`config.mk`:
```
export PLATFORM = sky130hd
export DESIGN_NAME = regfile_writeback_flat
export DESIGN_NICKNAME = d
export VERILOG_FILES = /design/src/rtl/regfile_writeback_if.sv /design/src/rtl/regfile_writeback.sv /design/src/flat_wrapper.sv
export SDC_FILE = /design/constraint.sdc
export NUM_CORES = 1
export LEC_CHECK = 0
export BUFFER_PORTS_ARGS = -buffer_cell sky130_fd_sc_hd__buf_2
export CAP_MARGIN = 5
export CORE_MARGIN = 1.5
export CORE_UTILIZATION = 55
export CTS_BUF_LIST = sky130_fd_sc_hd__clkbuf_8
export CTS_CLUSTER_SIZE = 14
export DETAILED_ROUTE_END_ITERATION = 8
export GPL_ROUTABILITY_DRIVEN = 1
export PLACE_DENSITY = 0.77
export SLEW_MARGIN = 20
export SYNTH_ARGS = -nofsm -noshare
export SYNTH_HDL_FRONTEND = slang
export SYNTH_SLANG_ARGS = --single-unit
export TNS_END_PERCENT = 100
```
`constraint.sdc`:
```
create_clock -name clk -period 3.35 [get_ports clk]
set_input_delay 0.1675 -clock clk [delete_from_list [all_inputs] [get_ports clk]]
set_output_delay 0.1675 -clock clk [all_outputs]
set_load 0.01 [all_outputs]
```
`src/rtl/regfile_writeback_if.sv`:
```
// regfile_writeback_if: ALU/memory result inputs, bank write port and decode busy checks (WB_BYPASS_EN adds bank_a/b, rd_a/b)
interface regfile_writeback_if #(parameter int DATA_W = 32, parameter int ADDR_W = 5);
  logic              alu_valid;
  logic [ADDR_W-1:0] alu_addr;
  logic [DATA_W-1:0] alu_data;
  logic              mem_valid;
  logic              mem_ready;
  logic [ADDR_W-1:0] mem_addr;
  logic [DATA_W-1:0] mem_data;
  logic [ADDR_W-1:0] addr_d;
  logic [DATA_W-1:0] data;
  logic              write;
  logic [ADDR_W-1:0] chk_addr_a;
  logic [ADDR_W-1:0] chk_addr_b;
  logic              busy_a;
  logic              busy_b;
`ifdef WB_BYPASS_EN
  logic [DATA_W-1:0] bank_a;
  logic [DATA_W-1:0] bank_b;
  logic [DATA_W-1:0] rd_a;
  logic [DATA_W-1:0] rd_b;
  modport master (output alu_valid, alu_addr, alu_data, mem_valid, mem_addr, mem_data,
                  chk_addr_a, chk_addr_b, bank_a, bank_b,
                  input mem_ready, addr_d, data, write, busy_a, busy_b, rd_a, rd_b);
  modport slave (input alu_valid, alu_addr, alu_data, mem_valid, mem_addr, mem_data,
                 chk_addr_a, chk_addr_b, bank_a, bank_b,
                 output mem_ready, addr_d, data, write, busy_a, busy_b, rd_a, rd_b);
`else
  modport master (output alu_valid, alu_addr, alu_data, mem_valid, mem_addr, mem_data,
                  chk_addr_a, chk_addr_b,
                  input mem_ready, addr_d, data, write, busy_a, busy_b);
  modport slave (input alu_valid, alu_addr, alu_data, mem_valid, mem_addr, mem_data,
                 chk_addr_a, chk_addr_b,
                 output mem_ready, addr_d, data, write, busy_a, busy_b);
`endif
endinterface

```
`src/rtl/regfile_writeback.sv`:
```
// regfile_writeback: ALU-priority merge of ALU and memory results into one bank write port, with kill-aware memory queue and busy tracking (ports: clk, reset, bus; optional WB_BYPASS_EN)
module regfile_writeback #(
  parameter int DEPTH  = 4,
  parameter int DATA_W = 32,
  parameter int ADDR_W = 5
) (
  input logic clk,
  input logic reset,
  regfile_writeback_if.slave bus
);
  localparam int PW = $clog2(DEPTH);
  logic [ADDR_W-1:0] q_addr [DEPTH];
  logic [DATA_W-1:0] q_data [DEPTH];
  logic [DEPTH-1:0]  q_live;
  logic [PW-1:0]     rptr, wptr;
  logic [PW:0]       count;
  logic xfer, empty, head_live, pop, bypass, push, sel_head, wr, busy_a, busy_b;
  assign bus.mem_ready = count != (PW+1)'(DEPTH);
  assign xfer      = bus.mem_valid && bus.mem_ready;
  assign empty     = count == '0;
  assign head_live = !empty && q_live[rptr];
  // a dead head leaves regardless of the ALU; a live head leaves only when written
  assign pop       = !empty && (!q_live[rptr] || !bus.alu_valid);
  assign sel_head  = !bus.alu_valid && head_live;
  assign bypass    = !bus.alu_valid && empty && xfer;
  // a memory result to the ALU's destination in the same cycle is older, so it is dropped
  assign push      = xfer && !bypass && !(bus.alu_valid && bus.mem_addr == bus.alu_addr);
  assign wr        = bus.alu_valid || head_live || bypass;
  always_ff @(posedge clk)
    if (push) begin
      q_addr[wptr] <= bus.mem_addr;
      q_data[wptr] <= bus.mem_data;
    end
  always_ff @(posedge clk) begin
    if (reset) begin
      rptr       <= '0;
      wptr       <= '0;
      count      <= '0;
      q_live     <= '0;
      bus.write  <= 1'b0;
      bus.addr_d <= '0;
      bus.data   <= '0;
    end else begin
      for (int i = 0; i < DEPTH; i++)
        if (bus.alu_valid && q_addr[i] == bus.alu_addr) q_live[i] <= 1'b0;
      if (pop) begin
        q_live[rptr] <= 1'b0;
        rptr         <= rptr + 1'b1;
      end
      if (push) begin
        q_live[wptr] <= 1'b1;
        wptr         <= wptr + 1'b1;
      end
      count     <= count + (PW+1)'(push) - (PW+1)'(pop);
      bus.write <= wr;
      if (wr) begin
        bus.addr_d <= bus.alu_valid ? bus.alu_addr : sel_head ? q_addr[rptr] : bus.mem_addr;
        bus.data   <= bus.alu_valid ? bus.alu_data : sel_head ? q_data[rptr] : bus.mem_data;
      end
    end
  end
  always_comb begin
`ifdef WB_BYPASS_EN
    busy_a = 1'b0;
    busy_b = 1'b0;
`else
    busy_a = bus.write && bus.addr_d == bus.chk_addr_a;
    busy_b = bus.write && bus.addr_d == bus.chk_addr_b;
`endif
    for (int i = 0; i < DEPTH; i++) begin
      busy_a = busy_a || (q_live[i] && q_addr[i] == bus.chk_addr_a);
      busy_b = busy_b || (q_live[i] && q_addr[i] == bus.chk_addr_b);
    end
  end
  assign bus.busy_a = busy_a;
  assign bus.busy_b = busy_b;
`ifdef WB_BYPASS_EN
  assign bus.rd_a = (bus.write && bus.addr_d == bus.chk_addr_a) ? bus.data : bus.bank_a;
  assign bus.rd_b = (bus.write && bus.addr_d == bus.chk_addr_b) ? bus.data : bus.bank_b;
`endif
endmodule

```
`src/flat_wrapper.sv`:
```
// flat-port wrapper written by rule: the top's interface ports become plain ports
module regfile_writeback_flat 
#(
  parameter int DEPTH  = 4,
  parameter int DATA_W = 32,
  parameter int ADDR_W = 5
)
  (clk, reset, bus_alu_valid, bus_alu_addr, bus_alu_data, bus_mem_valid, bus_mem_addr, bus_mem_data, bus_chk_addr_a, bus_chk_addr_b, bus_mem_ready, bus_addr_d, bus_data, bus_write, bus_busy_a, bus_busy_b);
  regfile_writeback_if #(.DATA_W(DATA_W), .ADDR_W(ADDR_W)) bus_i ();
  input logic clk;
  input logic reset;
  input wire logic [$bits(bus_i.alu_valid)-1:0] bus_alu_valid;
  input wire logic [$bits(bus_i.alu_addr)-1:0] bus_alu_addr;
  input wire logic [$bits(bus_i.alu_data)-1:0] bus_alu_data;
  input wire logic [$bits(bus_i.mem_valid)-1:0] bus_mem_valid;
  input wire logic [$bits(bus_i.mem_addr)-1:0] bus_mem_addr;
  input wire logic [$bits(bus_i.mem_data)-1:0] bus_mem_data;
  input wire logic [$bits(bus_i.chk_addr_a)-1:0] bus_chk_addr_a;
  input wire logic [$bits(bus_i.chk_addr_b)-1:0] bus_chk_addr_b;
  output wire logic [$bits(bus_i.mem_ready)-1:0] bus_mem_ready;
  output wire logic [$bits(bus_i.addr_d)-1:0] bus_addr_d;
  output wire logic [$bits(bus_i.data)-1:0] bus_data;
  output wire logic [$bits(bus_i.write)-1:0] bus_write;
  output wire logic [$bits(bus_i.busy_a)-1:0] bus_busy_a;
  output wire logic [$bits(bus_i.busy_b)-1:0] bus_busy_b;
  assign bus_i.alu_valid = bus_alu_valid;
  assign bus_i.alu_addr = bus_alu_addr;
  assign bus_i.alu_data = bus_alu_data;
  assign bus_i.mem_valid = bus_mem_valid;
  assign bus_i.mem_addr = bus_mem_addr;
  assign bus_i.mem_data = bus_mem_data;
  assign bus_i.chk_addr_a = bus_chk_addr_a;
  assign bus_i.chk_addr_b = bus_chk_addr_b;
  assign bus_mem_ready = bus_i.mem_ready;
  assign bus_addr_d = bus_i.addr_d;
  assign bus_data = bus_i.data;
  assign bus_write = bus_i.write;
  assign bus_busy_a = bus_i.busy_a;
  assign bus_busy_b = bus_i.busy_b;
  regfile_writeback #(.DEPTH(DEPTH), .DATA_W(DATA_W), .ADDR_W(ADDR_W)) u_core (.clk(clk), .reset(reset), .bus(bus_i));
endmodule
```
==> results of run 1 <==
==> sequential cells by signal, indices dropped and copies added (netlist names), named ones only <==
signal / count
u_core.bus.addr_d: 5
u_core.q_data: 128
u_core.q_addr: 20
u_core.q_live: 4
u_core.rptr: 2
u_core.bus.data: 32
u_core.count: 3
u_core.bus.write: 1
u_core.wptr: 2
==> worst paths after layout <==
kind | cells after the start | to | from | slack, ps
worst min register to register | 1 | u_core.bus.data[27] | u_core.bus.data[27] | 460
worst max register to register | 9 | u_core.count[2] | u_core.rptr[0] | 600
worst min-delay path | 2 | u_core.q_live[0] | reset | 40
worst max-delay path | 9 | u_core.count[2] | u_core.rptr[0] | 600
==> power breakdown <==
group	total [uW]	internal (uW)	switching, uW	leakage [uW]
Sequential	3290	3000	283	0.00177
Clock	1520	691	832	0.000200
Combinational	1760	868	888	0.00207
Total	6560	4560	2000	0.00404
==> cell families after synthesis <==
family / after synthesis
XOR/XNOR: 79
buffers and inverters: 55
AND/OR/NAND/NOR: 94
adder cells (fa/ha/maj): 11
multiplexers: 77
flip-flops: 199
AO/OA/AOI/OAI: 84
==> worst max-delay path, stage by stage (launching register included) <==
cell,delay (ps)
dfxtp_1,470
mux4_2,580
a21oi_2,350
ha_1,190
inv_1,40
ha_1,200
fa_1,410
xnor2_1,210
xnor2_1,140
nor2_1,60
==> synthesized netlist by cell type (2+ instances only) <==
master	count	area, um^2
dfxtp_1	51	1020
mux2i_1	38	380
a31oi_1	3	18.8
o2bb2ai_2	2	30.0
and3_1	2	12.5
nor2_1	11	41.3
nand4_1	2	12.5
a32oi_1	4	35.0
clkbuf_1	12	45.0
inv_1	9	33.8
xor2_1	60	526
nand2_1	40	150
mux4_2	13	293
a21oi_1	2	10.0
o21ai_0	2	10.0
buf_6	8	90.1
clkbuf_8	12	165
dlygate4sd1_1	4	35.0
mux4_1	23	604
ha_1	10	125
nor4_1	15	93.8
edfxtp_1	148	4440
buf_8	8	120
mux4_4	2	50.1
o2bb2ai_1	35	307
xnor2_1	19	166
nand3_1	11	55.1
nor2b_1	3	18.8
and2_1	4	25.0
o21ai_1	34	170
==> metal layers <==
metal,up-vias,routed length [um]
met2,191,9940
met4,0,400
met3,32,938
li1,2586,-
met1,2760,8770
met5,-,0
==> placed cells by master, fill, tap and decap left out, types with 18 or more instances in the layout <==
cell type	n
mux2i_1	38
buf_2	128
xor2_1	60
nand2_1	40
dfxtp_1	49
xnor2_1	19
dlygate4sd3_1	38
edfxtp_1	148
mux4_1	23
o21ai_1	34
o2bb2ai_1	35
clkbuf_8	18
==> area by class of cell <==
class                           count  area [um^2]  share of cell area (%)
Tap cell                          220          275                    2.60
Multi-Input combinational cell    345         3230                    30.6
Clock inverter                     14          150                    1.42
Timing Repair Buffer              176         1170                    11.1
Antenna cell                        1         2.50                  0.0236
Sequential cell                   199         5470                    51.7
Clock buffer                       18          248                    2.34
Inverter                            9         33.8                   0.319
==> stage by stage <==
step / cells / hold slack, ps / power (uW)
floorplan: 599 / 239 / 4590
global placement: 911 / 392 / 4980
detailed placement: 911 / 402 / 5070
CTS: 981 / 9.71 / 6600
global route: 982 / 19.7 / 6870
finish: 982 / 40.7 / 6560
==> flow_summary.yaml, run 1 <==
clocking:
  htreeDepth: 4
  cts_hold_buf: 38
  cts_resized: 0
  clk_pin_slew_worst_paths_ps: 100
  cts_made_buffers: 17
  root_buffer: "clkbuf_8"
  insertion_delay_ps: 470
  cts_tree: "yes"
  cts_buffer_depth: 2
  post-cts-setup-buffers: 0
  cts.sinks: 199
timing:
  min_period_ps: 2750
  period_share_pct: 82.1
  hold_violations: 0
  worstMarginPinSlew_ps: 956
  setup_violations: 0
  drv_slew: 0
  slew-limit-headroom_pct: 36.3
  final.setup.worst_slack_ps: 598
  tns_ps: 0
  finClkSkew_ps: 14.2
  fmax_ghz: 0.363
  rsz0062_at_grt: "no"
place:
  place_congestion: 0.838
  port-buffer-count: 128
  dpl-instance-area_um2: 9800
  dp_worst_setup_slack_ps: 632
  hpwl_um: 13400
finish:
  finalNetCount: 847
  drive_gt1_share_pct: 26.0
  final_util_pct: 64.3
  fin_area_um2: 10600
  fill_cells: 1210
  syn2layout_area_growth_pct: 15.1
floorplan:
  io_pins: 129
  num_rows: 47
  die_x_um: 132
  start_util_pct: 55.8
  die_h_um: 132
  die_area_um2: 17500
  coreArea_um2: 16500
synth:
  synthCells: 599
  synth_edf_count: 148
  syn_avg_cell_area_um2: 15.4
  synth_flop_cell: "edfxtp_1"
  ys_ff_latch: 199
  synth-xor-area-share_pct: 7.52
  synth_simple_gate_area_share_pct: 4.95
  synthAdderAreaFrac_pct: 1.58
  muxShareOfSynthArea_pct: 14.6
  synth_compound_area_share_pct: 6.49
  synthesis.area_um2: 9200
  seq_area_frac_synth_pct: 59.4
  synth_fp_nets: 698
  ys_types: 42
  synth_top_family_by_area: "multiplexers"
  ys_warn_count: 0
  synthArstFlopShare_pct: 0
route:
  drt_pass1_iterations: 5
  drt_wl_total_um: 20100
  ant_nets: 0
  viasPerCell: 5.67
  drt_iter0_drc: 405
  wl_per_cell_um: 20.4
  via_count: 5569
  drc_errors: 0
global_routing:
  grt_use_met2_pct: 39.1
  met1_usage_pct: 32.2
  grt_pass1_wl_um: 31500
  grt.busiest_layer: "met2"
  grt_max_degree: 39
  overflow: 0
  antenna_found_initial: 1
  grt_pass1_vias: 5794
  grt_use_met3_pct: 4.42
  track_usage_pct: 23.8
pwr:
  ir_drop_mv: 0.450
  p_per_area_nw_per_um2: 620
  leakage_uw: 0.00404
critical_path:
  critPathLaunchType: "register"
  end_kind: "register"
  crit_type: "reg2reg"
  crit_required_ps: 3710
  cp.arrival_ps: 3110
  crit_path_max_fanout: 8
status:
  status: "finished, final reports clean"
worst_hold_path:
  hold_path_class: "in2reg"
run:
  drv_cap: 0
No activity file was read; power rests on OpenSTA's default activity.
==> run 2, diff against run 1 <==
- clock period: 3.35 -> 2.8 ns (I/O delays scaled with it)
==> run 2 against run 1 <==
Compared with the run above:
- clock power is 18% higher
- sequential power is 18% higher
- register-to-register slack worse by 340 ps
- count of clock-buffer cells in the layout is 1 lower
- largest cell class unchanged
- final cell count is 0.41% higher
==> flow_summary.yaml, run 2 (same netlist as run 1, synthesis figures left out) <==
timing:
  tns_ps: 0
  hold_slack_ps: 57.9
  finClkSkew_ps: 11.3
  hold_violations: 0
  drv_slew: 0
  rsz0062_at_grt: "no"
  min_period_ps: 2560
  fmax_ghz: 0.390
  slew-limit-headroom_pct: 49.7
  setup_violations: 0
  worstMarginPinSlew_ps: 755
  period_share_pct: 91.5
global_routing:
  grt_max_degree: 41
  grt_pass1_vias: 5836
  grt_pass1_wl_um: 31600
  track_usage_pct: 24.0
  antenna_found_initial: 1
  overflow: 0
pwr:
  p_per_area_nw_per_um2: 741
  power_frac_comb_pct: 27.7
  ir_drop_mv: 0.454
  p_int_uw: 5450
  leakage_uw: 0.00406
  pwr-share-clk_pct: 22.8
  seq_power_share_pct: 49.5
  swShare_pct: 30.7
  p_sw_uw: 2420
finish:
  reg.largest.list: "u_core.q_data x128, u_core.bus.data x32, u_core.q_addr x20"
  final_cell_mix: "edfxtp_1, buf_2, xor2_1"
  final_common_cell: "edfxtp_1"
  final_util_pct: 64.5
  syn2layout_area_growth_pct: 15.5
  largest_reg_flops: 128
  fin_area_um2: 10600
  drive_gt1_share_pct: 25.9
  fill_cells: 1210
  finalNetCount: 851
  largest-register: "u_core.q_data"
  instances_no_fill: 986
critical_path:
  crit_type: "in2reg"
  critPathLaunchType: "primary input"
  reg2reg_depth: 9
  end_kind: "register"
  cp.arrival_ps: 2900
  crit_required_ps: 3140
  reg2reg_slack_ps: 260
  critPathLaunch: "bus_mem_addr[0]"
  crit_path_max_fanout: 6
  path_common_cell: "xnor2_1"
  cp_slowest_cell: "dlygate4sd3_1"
  cp_top_family: "adder cells"
  cp_num_buf_inv: 2
  reg2reg_from: "u_core.rptr[0]"
  path_cells: "dlygate4sd3_1 > buf_2 > xor2_1 > nor4_1 > a31oi_1 > ha_1 > fa_1 > xnor2_1 > xnor2_1 > nor2_1"
  critPathMaxStageDelay_ps: 530
  r2r-end: "u_core.count[2]"
worst_hold_path:
  hold_path_class: "in2reg"
  min_from: "bus_alu_data[7]"
  hold_depth: 5
  holdPathEnd: "u_core.bus.data[7]"
clocking:
  cts_resized: 0
  htreeDepth: 4
  cts_tree: "yes"
  cts.sinks: 199
  post-cts-setup-buffers: 0
  clk_pin_slew_worst_paths_ps: 100
  cts_made_buffers: 17
  cts_hold_buf: 39
  insertion_delay_ps: 450
  root_buffer: "clkbuf_8"
  cts_buffer_depth: 2
route:
  wl_per_cell_um: 20.8
  ant_nets: 0
  drc_errors: 0
  via_count: 5544
  viasPerCell: 5.62
  drt_wl_total_um: 20500
  drt_pass1_iterations: 6
  drt_iter0_drc: 394
floorplan:
  num_rows: 47
  io_pins: 129
  start_util_pct: 55.8
  die_x_um: 132
  die_h_um: 132
  die_area_um2: 17500
  coreArea_um2: 16500
run:
  drv_cap: 0
place:
  port-buffer-count: 128
  place_congestion: 0.949
  hpwl_um: 13300
  dpl-instance-area_um2: 9840
  numPlacedInstances: 914
status:
  status: "finished, final reports clean"
-- run 2: worst max-delay path by stage --
stage          slack [ps]              end  cells past startpoint
4_1_cts               240  u_core.count[2]                      9
6_report              240  u_core.count[2]                     10
2_1_floorplan         300  u_core.count[2]                      9
3_5_place_dp          250  u_core.count[2]                      9
3_3_place_gp          410  u_core.count[2]                      9
5_1_grt               110  u_core.count[2]                      9
-- run 2: metrics by stage --
stage	power, uW	setup WS (ps)
after floorplan	5500	302
after global placement	6010	406
after detailed placement	6090	252
after CTS	7910	237
after global routing	8220	112
final	7870	237
-- run 2: per-layer routing --
layer  up-vias  GRT usage [%]  part of all wire (%)
li1       2600              -                     -
met1      2722           31.2                    43
met2       184           40.0                    49
met3        38           5.38                   5.1
met4         0           8.30                   2.2
met5         -              0                     0
-- run 2: power by group through the flow --
stage                     Combinational, uW  Clock [uW]  Sequential [uW]
after CTS                              2190        1830             3890
after detailed placement               2130           0             3960
after global routing                   2350        1930             3940
after floorplan                        1620           0             3880
final                                  2180        1800             3890
after global placement                 2070           0             3930
-- run 2: layout make-up --
cell class	instances	area (um^2)	area share (%)
Antenna cell	1	2.50	0.0236
Sequential cell	199	5470	51.5
Inverter	9	33.8	0.318
Tap cell	220	275	2.59
Multi-Input combinational cell	345	3230	30.5
Timing Repair Buffer	180	1220	11.5
Clock buffer	17	234	2.20
Clock inverter	15	153	1.44
-- run 2: tightest hold or removal path, stage by stage --
cell and delay, ps:
buf_2 70, mux2i_1 60, nand2_1 60, o21ai_1 50, o2bb2ai_1 100
==> run 3, diff against run 2 <==
- CTS_BUF_LIST: sky130_fd_sc_hd__clkbuf_8 -> not set
==> run 3 against run 2 <==
Compared with the run above:
- utilization increased by 1.1 points
- power is 7.7% higher
- sequential power about the same
- design area up 1.7%
- largest power group unchanged
- highest routed layer unchanged
==> flow_summary.yaml, run 3 (same netlist as run 1, synthesis figures left out) <==
critical_path:
  crit_path_max_fanout: 6
  reg2reg_from: "u_core.rptr[0]"
  reg2reg_depth: 9
  crit_required_ps: 3110
  crit_type: "in2reg"
  cp_slowest_cell: "dlygate4sd3_1"
  r2r-end: "u_core.count[2]"
  critPathMaxStageDelay_ps: 530
  cp_top_family: "adder cells"
  path_common_cell: "xnor2_1"
  cp.arrival_ps: 2910
  end_kind: "register"
  cp_num_buf_inv: 2
  path_cells: "dlygate4sd3_1 > buf_2 > xor2_1 > nor4_1 > a31oi_1 > ha_1 > fa_1 > xnor2_1 > xnor2_1 > nor2_1"
  critPathLaunchType: "primary input"
  reg2reg_slack_ps: 250
place:
  place_congestion: 0.949
  dpl-instance-area_um2: 9840
  dp_worst_setup_slack_ps: 252
  hpwl_um: 13300
  port-buffer-count: 128
status:
  status: "finished, final reports clean"
timing:
  final.setup.worst_slack_ps: 198
  fmax_ghz: 0.384
  tns_ps: 0
  setup_violations: 0
  finClkSkew_ps: 6.85
  hold_violations: 0
  hold_slack_ps: 51.2
  min_period_ps: 2600
  rsz0062_at_grt: "no"
  worstMarginPinSlew_ps: 742
  drv_slew: 0
  period_share_pct: 92.9
  slew-limit-headroom_pct: 50.5
global_routing:
  track_usage_pct: 24.4
  grt_max_degree: 41
  antenna_found_initial: 2
  overflow: 0
  grt_pass1_wl_um: 32100
  grt_pass1_vias: 5818
pwr:
  p_per_area_nw_per_um2: 785
  leakage_uw: 0.00414
  ir_drop_mv: 0.665
  power_uw: 8480
clocking:
  root_buffer: "clkbuf_16"
  htreeDepth: 4
  cts_buffer_depth: 2
  cts_tree: "yes"
  cts_made_buffers: 17
  clk_pin_slew_worst_paths_ps: 70
  cts.sinks: 199
  insertion_delay_ps: 430
worst_hold_path:
  hold_path_class: "in2reg"
  min_from: "reset"
  hold_depth: 2
  holdPathEnd: "u_core.wptr[1]"
finish:
  largest_reg_flops: 128
  final_common_cell: "edfxtp_1"
  largest-register: "u_core.q_data"
  final_cell_mix: "edfxtp_1, buf_2, xor2_1"
  fill_cells: 1185
  syn2layout_area_growth_pct: 17.5
  fin_area_um2: 10800
  finalNetCount: 850
  drive_gt1_share_pct: 25.9
  reg.largest.list: "u_core.q_data x128, u_core.bus.data x32, u_core.q_addr x20"
floorplan:
  die_x_um: 132
  die_area_um2: 17500
  coreArea_um2: 16500
  io_pins: 129
  num_rows: 47
  start_util_pct: 55.8
  die_h_um: 132
route:
  drt_iter0_drc: 372
  drc_errors: 0
  viasPerCell: 5.72
  drt_pass1_iterations: 6
  ant_nets: 0
  via_count: 5635
  wl_per_cell_um: 20.9
  drt_wl_total_um: 20600
run:
  drv_cap: 0
run 3: changes by cell type in the layout (fill, tap and decap cells not counted):
cell | previous run | this run
clkbuf_16 | 0 | 17
clkbuf_8 | 17 | 0
clkbuf_1 | 0 | 1
diode_2 | 1 | 2
dlygate4sd3_1 | 39 | 38
inv_1 | 10 | 9
run 3: cell type report:
type | count | area [um^2] | share of cell area [%]
well taps | 220 | 275 | 2.55
inverters | 9 | 33.8 | 0.313
multi-input cells | 345 | 3230 | 29.9
clock inverters | 14 | 149 | 1.38
diodes | 2 | 5.00 | 0.0463
clock buffers | 18 | 429 | 3.97
flip-flops and latches | 199 | 5470 | 50.6
repair buffers | 179 | 1210 | 11.2
run 3: worst max-delay path by stage:
| stage | slack [ps] | to | cells past startpoint | from |
|---|---|---|---|---|
| detailed placement | 250 | u_core.count[2] | 9 | u_core.rptr[0] |
| floorplan | 300 | u_core.count[2] | 9 | u_core.rptr[0] |
| CTS | 220 | u_core.count[2] | 9 | u_core.rptr[0] |
| finish | 200 | u_core.count[2] | 10 | bus_mem_addr[0] |
| global route | 100 | u_core.count[2] | 9 | u_core.rptr[0] |
| global placement | 410 | u_core.count[2] | 9 | u_core.rptr[0] |
run 3: timing repair:
| item | in CTS | in global routing |
|---|---|---|
| endpoints found under the hold margin | 149 | 0 |
| setup endpoints to repair | 0 | 0 |
| setup buffers | 0 | 0 |
| gates resized for setup | 0 | 0 |
| hold buffers | 38 | 0 |
run 3: worst register-to-register path, cell delays in order (launching register included):
cell and delay (ps):
dfxtp_1 450, mux4_2 570, a21oi_2 180, ha_1 140
inv_1 50, ha_1 200, fa_1 420, xnor2_1 220
xnor2_1 150, nor2_1 60
run 3: power breakdown:
part | internal [uW] | switching, uW
Clock | 1320 | 1070
Combinational | 1060 | 1130
Sequential | 3600 | 300
Total | 5980 | 2500
run 3: through the flow:
stage | cells | util [%]
global placement | 914 | 59.7
global route | 985 | 65.6
detailed placement | 914 | 59.7
CTS | 984 | 65.6
finish | 986 | 65.6
floorplan | 599 | -
run 3: layer usage:
layer / vias to the layer above / wire, um / global-route usage [%]
met5: - / 0 / 0
met4: 0 / 593 / 10.6
met3: 45 / 1070 / 4.50
met2: 202 / 10100 / 40.2
met1: 2793 / 8880 / 32.2
li1: 2595 / - / -
